===== src/rtl/muldiv_unit.sv =====
// -----------------------------------------------------------------------------
// muldiv_unit
//   Iterative RV32M multiply/divide execution unit. It takes the two register
//   file read values and a destination index, and returns the result, index
//   and write enable that drive the register file write port.
//
//   Multiply is shift-add, one multiplier bit per cycle, and forms the full
//   2*XLEN product. Divide is restoring shift-subtract, one quotient bit per
//   cycle. Signed operands are converted to magnitudes first, and the sign is
//   fixed up afterwards.
//
//   Divide-by-zero and signed overflow finish in a single cycle at acceptance.
//
//   Optional feature (macro MULDIV_REUSE_EN):
//     The unit keeps both halves of the last completed operation. A new op
//     with the same operands and the same class completes in one cycle, using
//     the stored value. Examples are MULH followed by MUL, and DIV followed by
//     REM.
//
// Parameters
//   XLEN   operand/result width (even, >= 8)
//   CNT_W  iteration counter width (2**CNT_W > XLEN)
//
// Ports
//   i_clk        rising-edge clock
//   i_rst        synchronous active-high reset
//   i_start      request, accepted only while idle
//   i_op         funct3: 0 MUL 1 MULH 2 MULHSU 3 MULHU 4 DIV 5 DIVU 6 REM 7 REMU
//   i_rs1_val    operand A
//   i_rs2_val    operand B
//   i_rd_in      destination register index
//   i_kill       abort the in-flight op
//   o_busy       op in progress
//   o_done       one-cycle completion pulse
//   o_result     result, held until the next done
//   o_rd_out     destination index, held with the result
//   o_wb_en      done and rd_out != 0
//
// States
//   S_IDLE | waiting for start; fast-path ops complete here
//   S_PREP | latch signs, take magnitudes, clear accumulator
//   S_CALC | one iteration per cycle; the last cycle also does the sign fix
//          | and output select, so the done cycle is already back in S_IDLE
// -----------------------------------------------------------------------------
module muldiv_unit #(
    parameter int XLEN  = 32,
    parameter int CNT_W = 6
) (
    input  logic            i_clk,
    input  logic            i_rst,
    input  logic            i_start,
    input  logic [2:0]      i_op,
    input  logic [XLEN-1:0] i_rs1_val,
    input  logic [XLEN-1:0] i_rs2_val,
    input  logic [4:0]      i_rd_in,
    input  logic            i_kill,
    output logic            o_busy,
    output logic            o_done,
    output logic [XLEN-1:0] o_result,
    output logic [4:0]      o_rd_out,
    output logic            o_wb_en
);

    localparam logic [XLEN-1:0]  MIN_NEG  = {1'b1, {(XLEN-1){1'b0}}};
    localparam logic [CNT_W-1:0] CNT_LAST = CNT_W'(XLEN - 1);

    typedef enum logic [1:0] {
        S_IDLE,
        S_PREP,
        S_CALC
    } state_t;

    // rs1 is signed for MUL/MULH/MULHSU/DIV/REM. MUL is grouped with MULH so
    // that both share one stored product.
    function automatic logic f_a_signed(input logic [2:0] op);
        return op[2] ? ~op[0] : (op != 3'd3);
    endfunction

    function automatic logic f_b_signed(input logic [2:0] op);
        return op[2] ? ~op[0] : ~op[1];
    endfunction

    // High half means the upper product word for MULH*, and the remainder for
    // REM/REMU.
    function automatic logic f_sel_hi(input logic [2:0] op);
        return op[2] ? op[1] : (op[1:0] != 2'b00);
    endfunction

    function automatic logic [XLEN-1:0] f_abs(input logic [XLEN-1:0] x,
                                              input logic            s);
        return (s && x[XLEN-1]) ? -x : x;
    endfunction

    state_t            r_state;
    logic [2:0]        r_op;
    logic [XLEN-1:0]   r_a;
    logic [XLEN-1:0]   r_b;
    logic [4:0]        r_rd;
    logic [XLEN-1:0]   r_hi;
    logic [XLEN-1:0]   r_lo;
    logic [XLEN-1:0]   r_m;
    logic [CNT_W-1:0]  r_cnt;
    logic              r_neg_q;
    logic              r_neg_r;
    logic              r_busy;
    logic              r_done;
    logic [XLEN-1:0]   r_result;
    logic [4:0]        r_rd_out;
    logic              r_wb_en;

    logic              w_div_zero;
    logic              w_ovf;
    logic              w_special;
    logic              w_hit;
    logic [XLEN-1:0]   w_hit_val;
    logic              w_fast;
    logic [XLEN-1:0]   w_fast_val;

    logic              w_sa;
    logic              w_sb;
    logic [XLEN-1:0]   w_abs_a;
    logic [XLEN-1:0]   w_abs_b;

    logic [XLEN:0]     w_sum;
    logic [XLEN:0]     w_shift;
    logic [XLEN:0]     w_diff;
    logic [XLEN-1:0]   w_hi_nx;
    logic [XLEN-1:0]   w_lo_nx;
    logic [2*XLEN-1:0] w_prod;
    logic [2*XLEN-1:0] w_prod_s;
    logic [XLEN-1:0]   w_quo_s;
    logic [XLEN-1:0]   w_rem_s;
    logic [XLEN-1:0]   w_lo_res;
    logic [XLEN-1:0]   w_hi_res;
    logic [XLEN-1:0]   w_res;

    // Special cases are decided from the live inputs in the acceptance cycle.
    always_comb begin
        w_div_zero = i_op[2] && (i_rs2_val == '0);
        w_ovf      = i_op[2] && !i_op[0] && (i_rs1_val == MIN_NEG) && (i_rs2_val == '1);
        w_special  = w_div_zero || w_ovf;
        if (w_div_zero) begin
            w_fast_val = i_op[1] ? i_rs1_val : '1;
        end else if (w_ovf) begin
            w_fast_val = i_op[1] ? '0 : MIN_NEG;
        end else begin
            w_fast_val = w_hit_val;
        end
        w_fast = w_special || w_hit;
    end

    always_comb begin
        w_sa    = f_a_signed(r_op) && r_a[XLEN-1];
        w_sb    = f_b_signed(r_op) && r_b[XLEN-1];
        w_abs_a = f_abs(r_a, f_a_signed(r_op));
        w_abs_b = f_abs(r_b, f_b_signed(r_op));
    end

    // One iteration step. For a multiply, r_lo holds the multiplier, which
    // shifts out as the product shifts in. For a divide, r_lo holds the
    // dividend, which shifts out as the quotient shifts in, and r_hi holds the
    // partial remainder.
    always_comb begin
        w_sum   = {1'b0, r_hi} + (r_lo[0] ? {1'b0, r_m} : '0);
        w_shift = {r_hi, r_lo[XLEN-1]};
        w_diff  = w_shift - {1'b0, r_m};
        if (r_op[2]) begin
            if (!w_diff[XLEN]) begin
                w_hi_nx = w_diff[XLEN-1:0];
                w_lo_nx = {r_lo[XLEN-2:0], 1'b1};
            end else begin
                w_hi_nx = w_shift[XLEN-1:0];
                w_lo_nx = {r_lo[XLEN-2:0], 1'b0};
            end
        end else begin
            w_hi_nx = w_sum[XLEN:1];
            w_lo_nx = {w_sum[0], r_lo[XLEN-1:1]};
        end

        w_prod   = {w_hi_nx, w_lo_nx};
        w_prod_s = r_neg_q ? -w_prod : w_prod;
        w_quo_s  = r_neg_q ? -w_lo_nx : w_lo_nx;
        w_rem_s  = r_neg_r ? -w_hi_nx : w_hi_nx;
        w_lo_res = r_op[2] ? w_quo_s : w_prod_s[XLEN-1:0];
        w_hi_res = r_op[2] ? w_rem_s : w_prod_s[2*XLEN-1:XLEN];
        w_res    = f_sel_hi(r_op) ? w_hi_res : w_lo_res;
    end

    always_ff @(posedge i_clk) begin
        if (i_rst) begin
            r_state  <= S_IDLE;
            r_busy   <= 1'b0;
            r_done   <= 1'b0;
            r_wb_en  <= 1'b0;
            r_result <= '0;
            r_rd_out <= '0;
        end else begin
            r_done  <= 1'b0;
            r_wb_en <= 1'b0;
            if (r_state != S_IDLE && i_kill) begin
                r_state <= S_IDLE;
                r_busy  <= 1'b0;
            end else begin
                case (r_state)
                    S_IDLE: begin
                        if (i_start && !i_kill) begin
                            r_op <= i_op;
                            r_a  <= i_rs1_val;
                            r_b  <= i_rs2_val;
                            r_rd <= i_rd_in;
                            if (w_fast) begin
                                r_done   <= 1'b1;
                                r_result <= w_fast_val;
                                r_rd_out <= i_rd_in;
                                r_wb_en  <= (i_rd_in != 5'd0);
                            end else begin
                                r_state <= S_PREP;
                                r_busy  <= 1'b1;
                            end
                        end
                    end
                    S_PREP: begin
                        r_neg_q <= w_sa ^ w_sb;
                        r_neg_r <= w_sa;
                        r_hi    <= '0;
                        if (r_op[2]) begin
                            r_lo <= w_abs_a;
                            r_m  <= w_abs_b;
                        end else begin
                            r_lo <= w_abs_b;
                            r_m  <= w_abs_a;
                        end
                        r_cnt   <= CNT_LAST;
                        r_state <= S_CALC;
                    end
                    S_CALC: begin
                        r_hi <= w_hi_nx;
                        r_lo <= w_lo_nx;
                        if (r_cnt == '0) begin
                            r_state  <= S_IDLE;
                            r_busy   <= 1'b0;
                            r_done   <= 1'b1;
                            r_result <= w_res;
                            r_rd_out <= r_rd;
                            r_wb_en  <= (r_rd != 5'd0);
                        end else begin
                            r_cnt <= r_cnt - CNT_W'(1);
                        end
                    end
                    default: begin
                        r_state <= S_IDLE;
                        r_busy  <= 1'b0;
                    end
                endcase
            end
        end
    end

`ifdef MULDIV_REUSE_EN
    logic            r_rv_valid;
    logic [XLEN-1:0] r_rv_a;
    logic [XLEN-1:0] r_rv_b;
    logic [2:0]      r_rv_cls;
    logic [XLEN-1:0] r_rv_lo;
    logic [XLEN-1:0] r_rv_hi;
    logic [2:0]      w_cls;
    logic            w_fin;

    // Class is {div, rs1 signed, rs2 signed}. Ops in the same class produce
    // the same pair of halves.
    assign w_cls     = {i_op[2], f_a_signed(i_op), f_b_signed(i_op)};
    assign w_hit     = r_rv_valid && (i_rs1_val == r_rv_a) && (i_rs2_val == r_rv_b)
                       && (w_cls == r_rv_cls);
    assign w_hit_val = f_sel_hi(i_op) ? r_rv_hi : r_rv_lo;
    assign w_fin     = (r_state == S_CALC) && (r_cnt == '0);

    always_ff @(posedge i_clk) begin
        if (i_rst) begin
            r_rv_valid <= 1'b0;
        end else if (r_state != S_IDLE && i_kill) begin
            r_rv_valid <= 1'b0;
        end else if (r_state == S_IDLE && i_start && !i_kill && w_special) begin
            r_rv_valid <= 1'b0;
        end else if (w_fin) begin
            r_rv_valid <= 1'b1;
            r_rv_a     <= r_a;
            r_rv_b     <= r_b;
            r_rv_cls   <= {r_op[2], f_a_signed(r_op), f_b_signed(r_op)};
            r_rv_lo    <= w_lo_res;
            r_rv_hi    <= w_hi_res;
        end
    end
`else
    assign w_hit     = 1'b0;
    assign w_hit_val = '0;
`endif

    assign o_busy   = r_busy;
    assign o_done   = r_done;
    assign o_result = r_result;
    assign o_rd_out = r_rd_out;
    assign o_wb_en  = r_wb_en;

endmodule


===== config.mk =====
export PLATFORM = sky130hd
export DESIGN_NAME = muldiv_unit
export DESIGN_NICKNAME = d
export VERILOG_FILES = /design/src/rtl/muldiv_unit.sv
export SDC_FILE = /design/constraint.sdc
export NUM_CORES = 1
export LEC_CHECK = 0
export ABC_CLOCK_PERIOD_IN_PS = 16100
export CELL_PAD_IN_SITES_DETAIL_PLACEMENT = 0
export CELL_PAD_IN_SITES_GLOBAL_PLACEMENT = 1
export CORE_MARGIN = 2
export CORE_UTILIZATION = 25
export CTS_BUF_LIST = sky130_fd_sc_hd__clkbuf_4
export CTS_CLUSTER_SIZE = 24
export DETAILED_ROUTE_END_ITERATION = 12
export PLACE_DENSITY = 0.48
export SKIP_CTS_REPAIR_TIMING = 1
export SLEW_MARGIN = 15
export SYNTH_ARGS = -nofsm -noshare
export SYNTH_HDL_FRONTEND = slang
export SYNTH_SLANG_ARGS = --single-unit

===== constraint.sdc =====
create_clock -name i_clk -period 16.1 [get_ports i_clk]
set_input_delay 3.22 -clock i_clk [delete_from_list [all_inputs] [get_ports i_clk]]
set_output_delay 3.22 -clock i_clk [all_outputs]
set_load 0.01 [all_outputs]

Word level (Yosys, flattened, before mapping)
Cells that the tools add are included.

Logic and storage cells: 118. Output and inout bits: 40. Bits in registers: 218.

$add $sub $neg: 8. Mux-type cells: 50. Reductions and logical operators: 28. Bitwise operators: 6. Equality and inequality tests: 10.

Operator list (number): $mux W32 (20); $pmux W32 S2 (3); $neg A32 Y32 (4); $eq A32 B32 Y1 const B (2); $mux W64 (1); $neg A64 Y64 (1); $add A32 B32 Y33 (1); $sub A33 B32 Y33 (1); $logic_not A32 Y1 (1); $mux W5 (3); $mux W1 (13); $pmux W6 S2 (1); $reduce_and A4 Y1 (3); $ne A2 B2 Y1 const B (5); $pmux W5 S2 (1); $reduce_bool A5 Y1 (2); $reduce_and A3 Y1 (3); $logic_and A1 B1 Y1 (8); $reduce_bool A2 Y1 (4); $logic_not A6 Y1 (1); $mux W2 (3); $mux W6 (1); $pmux W2 S3 (1); $sub A6 B1 Y6 const B (1); other kinds (12) (18).

Depth between registers and ports, before layout
Depth in word-level cells: 9. Depth in mapped cells: 26. Gate-level depth less buffers: 24.

Least setup slack after synthesis
No wires, ideal clock.

Path type: input port to flip-flop. From: input port i_rst. To: register r_a[0], enable pin. Arrival time: 10.836 ns. Stages: 2. Buffers on the path: 1. Path slack: 4.559 ns. Library setup time: 0.705 ns. Cell sequence: clkbuf_1 nor4b_1.

Cells in the longest elaborated chain, start to end: 2.

Ends and longest elaborated chain: from (decl) (line 50) `input logic i_rst,`; $not A1 Y1 (no source line); $reduce_and A4 Y1 (no source line); to (signal assigned) (line 208) `r_a <= i_rs1_val;`; to (decl) (line 96) `logic [XLEN-1:0] r_a;`.

Every way passes these cells. A chain may end at the register's enable or synchronous reset.

Worst setup path after layout
From: register r_lo[31]. To: register r_result[8] (netlist: o_result[8]).

Cells in the longest elaborated chain, start to end: 9. Elaborated cells on any way between the ends: 16.

Ends and longest elaborated chain: from (decl) (line 100) `logic [XLEN-1:0] r_lo;`; from (signal assigned) (line 227) `r_lo <= w_abs_a;`; from (signal assigned) (line 230) `r_lo <= w_abs_b;`; from (signal assigned) (line 238) `r_lo <= w_lo_nx;`; $sub A33 B32 Y33 (line 166) `w_diff = w_shift - {1'b0, r_m};`; $mux W1 / $mux W32 (equally long branches) (line 168) `if (!w_diff[XLEN]) begin`; $mux W32 (line 167) `if (r_op[2]) begin`; $neg A64 Y64 (tied with other cells) (line 181) `w_prod_s = r_neg_q ? -w_prod : w_prod;`; $mux W64 (tied with other cells) (line 181); $mux W32 (on tied branches) (line 184, 185); $mux W32 * (line 186) `w_res = f_sel_hi(r_op) ? w_hi_res : w_lo_res;`; $mux W32 * (line 239) `if (r_cnt == '0) begin`; $pmux W32 S2 * (line 204) `case (r_state)`; to (signal assigned) (line 213) `r_result <= w_fast_val;`; to (signal assigned) (line 243) `r_result <= w_res;`; to (decl) (line 107) `logic [XLEN-1:0] r_result;`.

Every way passes the cells marked *; elsewhere a longest branch is shown, timed or not. The select of a mux whose other input is x is not followed.

==> flow_summary.toml <==
[global_routing]
grt_pass1_wl_um = 120400
use_met1 = 0.2944
grt_use_total = 0.2168
grt_pass1_vias = 17440
grtUsageMet2 = 0.3577
antenna_found_initial = 4
grt_start_max_net_pins = 119
overflow = 0
grt-busiest-layer = "met2"
grtUsageMet3 = 0.02862

[yosys]
synth-xor-area-share = 0.07223
synthArstFlopShare = 0
synthTopCellsByCount = "254 x nor2_1, 176 x edfxtp_1, 168 x nand2_1"
synth_top_family_by_area = "compound AO/OA/AOI/OAI gates"
yosys_most_used_dff = "edfxtp_1"
synth-simple-area-share = 0.2173
synth_top_area_cell = "edfxtp_1"
ys_seq_area_frac = 0.3324
muxShareOfSynthArea = 0.06721
synthesis.area_um2 = 18430
syn_inst = 2128
synth_fp_nets = 2279
synth_most_common_cell = "nor2_1"
synth.distinct_cells = 99
syn_avg_cell_area_um2 = 8.661
ys_ff_latch = 218
synthAdderAreaFrac = 0.05173
synth_edf_count = 176
synth-warning-count = 0
synth_compound_area_frac = 0.2182
ys_top_cells_by_area = "edfxtp_1 29%, nor2_1 5.2%, ha_1 5.0%"
synth_top_area_share = 0.2867

[setup_path]
critical_path.max_stage_delay_ps = 790
start_kind = "flop"
critPathLaunch = "r_lo[31]"
cp_max_fo = 8
end_kind = "flop"
r2r_start = "r_lo[31]"
path_buf_inv = 2
cp.required_ps = 16790
worstPathArrival_ps = 8160
cpMaxStageDelayCell = "o31ai_1"
path_class = "flop to flop"
crit_family = "compound AO/OA/AOI/OAI gates"
path_cells = "inv_1 -> ha_1 -> inv_1 -> fa_1 -> a211oi_2 -> nor3_2 -> o21a_2 -> o2111a_1 -> nor3_4 -> nor3_2 -> a21oi_1 -> ha_1 -> o211ai_1 -> nor4_1 -> nand3_1 -> nor2b_1 -> nand2_1 -> o31ai_1 -> nor2_1 -> a21oi_1 -> xor2_1 -> o211ai_1 -> a31oi_1"

[clock_tree]
clock-root-buffer = "clkbuf_4"
numCtsBuffers = 72
clock_latency_ps = 800
cts_tree = "yes"
ctsLongestPathBuffers = 3
htree_levels = 3
cts_sinks = 218
clkSlewWorstSetupHoldPaths_ps = 60

[cells_and_area]
drive_gt1_frac = 0.1090
fin_cells = 3248
multi_input_area_um2 = 11590
regArea_um2 = 6126
nNetsFinal = 2383
fill_cells = 7813
area_delta_synth_final_pct = 17.01

[power]
pwr_density_cell_nw_per_um2 = 78.64
p_leak_nw = 7.538
power_mw = 1.696
peakVddDrop_uv = 45.61

[detailed_routing]
vias = 17710
drtPass1Iterations = 5
drc = 0
wl_um = 82860
drt_iter0_markers = 1478
wl_per_cell_um = 25.51
drtAntennaViolNets = 0
routed_via_density = 5.452

[floorplanning]
dieArea_um2 = 75910
die_h_um = 275.5
rows = 99
start_util = 0.2526
ioPinCount = 116
core_region_area_um2 = 72960
die_x_um = 275.5

[sta]
fin_skew_ps = 72.03
tightest_slew_ps = 1107
drv_slew = 0
finalHoldViolCount = 0
relSlewSlack = 0.2542
period_share = 0.4636
post-route-min-period_ps = 7463
setup_violations = 0
fin_setup_tns_ps = 0
fmax_mhz = 134.0
rsz0062_at_grt = "false"

[hold_path]
holdCritStartpoint = "o_result[12]"
hold_class = "flop to flop"

[place]
dp_cells = 3116
place_hpwl_um = 63830
port_buffers = 115
gp_congestion = 0.9026

[run_status]
outcome = "finished clean"

[job]
cap_viol_max_count = 0
-- worst reg2reg max path, cell delays in order, from the launching register on --
cell and delay, ps:
edfxtp_1 570, inv_1 250, ha_1 200, inv_1 60, fa_1 430, a211oi_2 320
nor3_2 130, o21a_2 290, o2111a_1 430, nor3_4 220, nor3_2 150, a21oi_1 260
ha_1 240, o211ai_1 150, nor4_1 530, nand3_1 270, nor2b_1 430, nand2_1 160
o31ai_1 790, nor2_1 390, a21oi_1 250, xor2_1 420, o211ai_1 210, a31oi_1 210
-- report_power, final --
| part | switching [mW] | total, mW | internal [mW] |
|---|---|---|---|
| Clock | 0.285 | 0.667 | 0.382 |
| Sequential | 0.0239 | 0.657 | 0.633 |
| Combinational | 0.239 | 0.372 | 0.133 |
-- area by class of cell --
cell class	count	share of cell area
Multi-Input combinational cell	1728	0.5372
Sequential cell	218	0.2840
Timing Repair Buffer	142	0.06347
Tap cell	959	0.05564
Clock buffer	114	0.03968
Inverter	70	0.01218
Clock inverter	13	0.007310
Antenna cell	4	0.0004641
-- routing by layer --
layer / vias up / wire length (µm)
met5: - / 0
met1: 8816 / 38370
met4: 0 / 1970
li1: 8268 / -
met2: 526 / 38760
met3: 98 / 3760
-- worst paths after layout --
path | cells after the start | end | slack [ps]
setup / recovery | 23 | o_result[8] | 8640
hold / removal | 2 | o_result[12] | 470
setup reg to reg | 23 | o_result[8] | 8640
hold reg to reg | 2 | o_result[12] | 470
-- metrics by stage --
stage | setup WS, ps | area [µm²] | hold slack, ps | util
2_1_floorplan | 4559 | 18430 | 476.1 | -
3_3_place_gp | 8035 | 20520 | 470.7 | 0.2813
3_5_place_dp | 7888 | 20530 | 475.9 | 0.2814
4_1_cts | 8498 | 21540 | 483.5 | 0.2953
5_1_grt | 8192 | 21560 | 503.3 | 0.2955
6_report | 8637 | 21570 | 471.9 | 0.2956
-- cells in the final DEF (no fill, tap or decap), types with 72 or more instances in the layout --
cell	instances
edfxtp_1	176
clkdlybuf4s50_1	114
o21ai_0	133
clkbuf_4	114
ha_1	72
nand2_1	168
nor2_1	254
a21oi_1	148
xnor2_1	89
-- state kept, by name, indices dropped and copies added, names as in the netlist, 2 cells and up --
name and flops:
o_rd_out 5, r_op 3, r_b 32, r_lo 32
r_m 32, r_cnt 6, r_rd 5, r_state 2
r_a 32, r_hi 32, o_result 32
-- cells by family after synthesis --
kind of cell               after synthesis
and+or+nand+nor                        811
AOI/OAI and AO/OA                      605
DFF                                    218
buffers and inverters                  182
xor gates and xnor gates               152
muxes                                   85
adders and majority gates               75
Power figures use the tool's default switching activity.
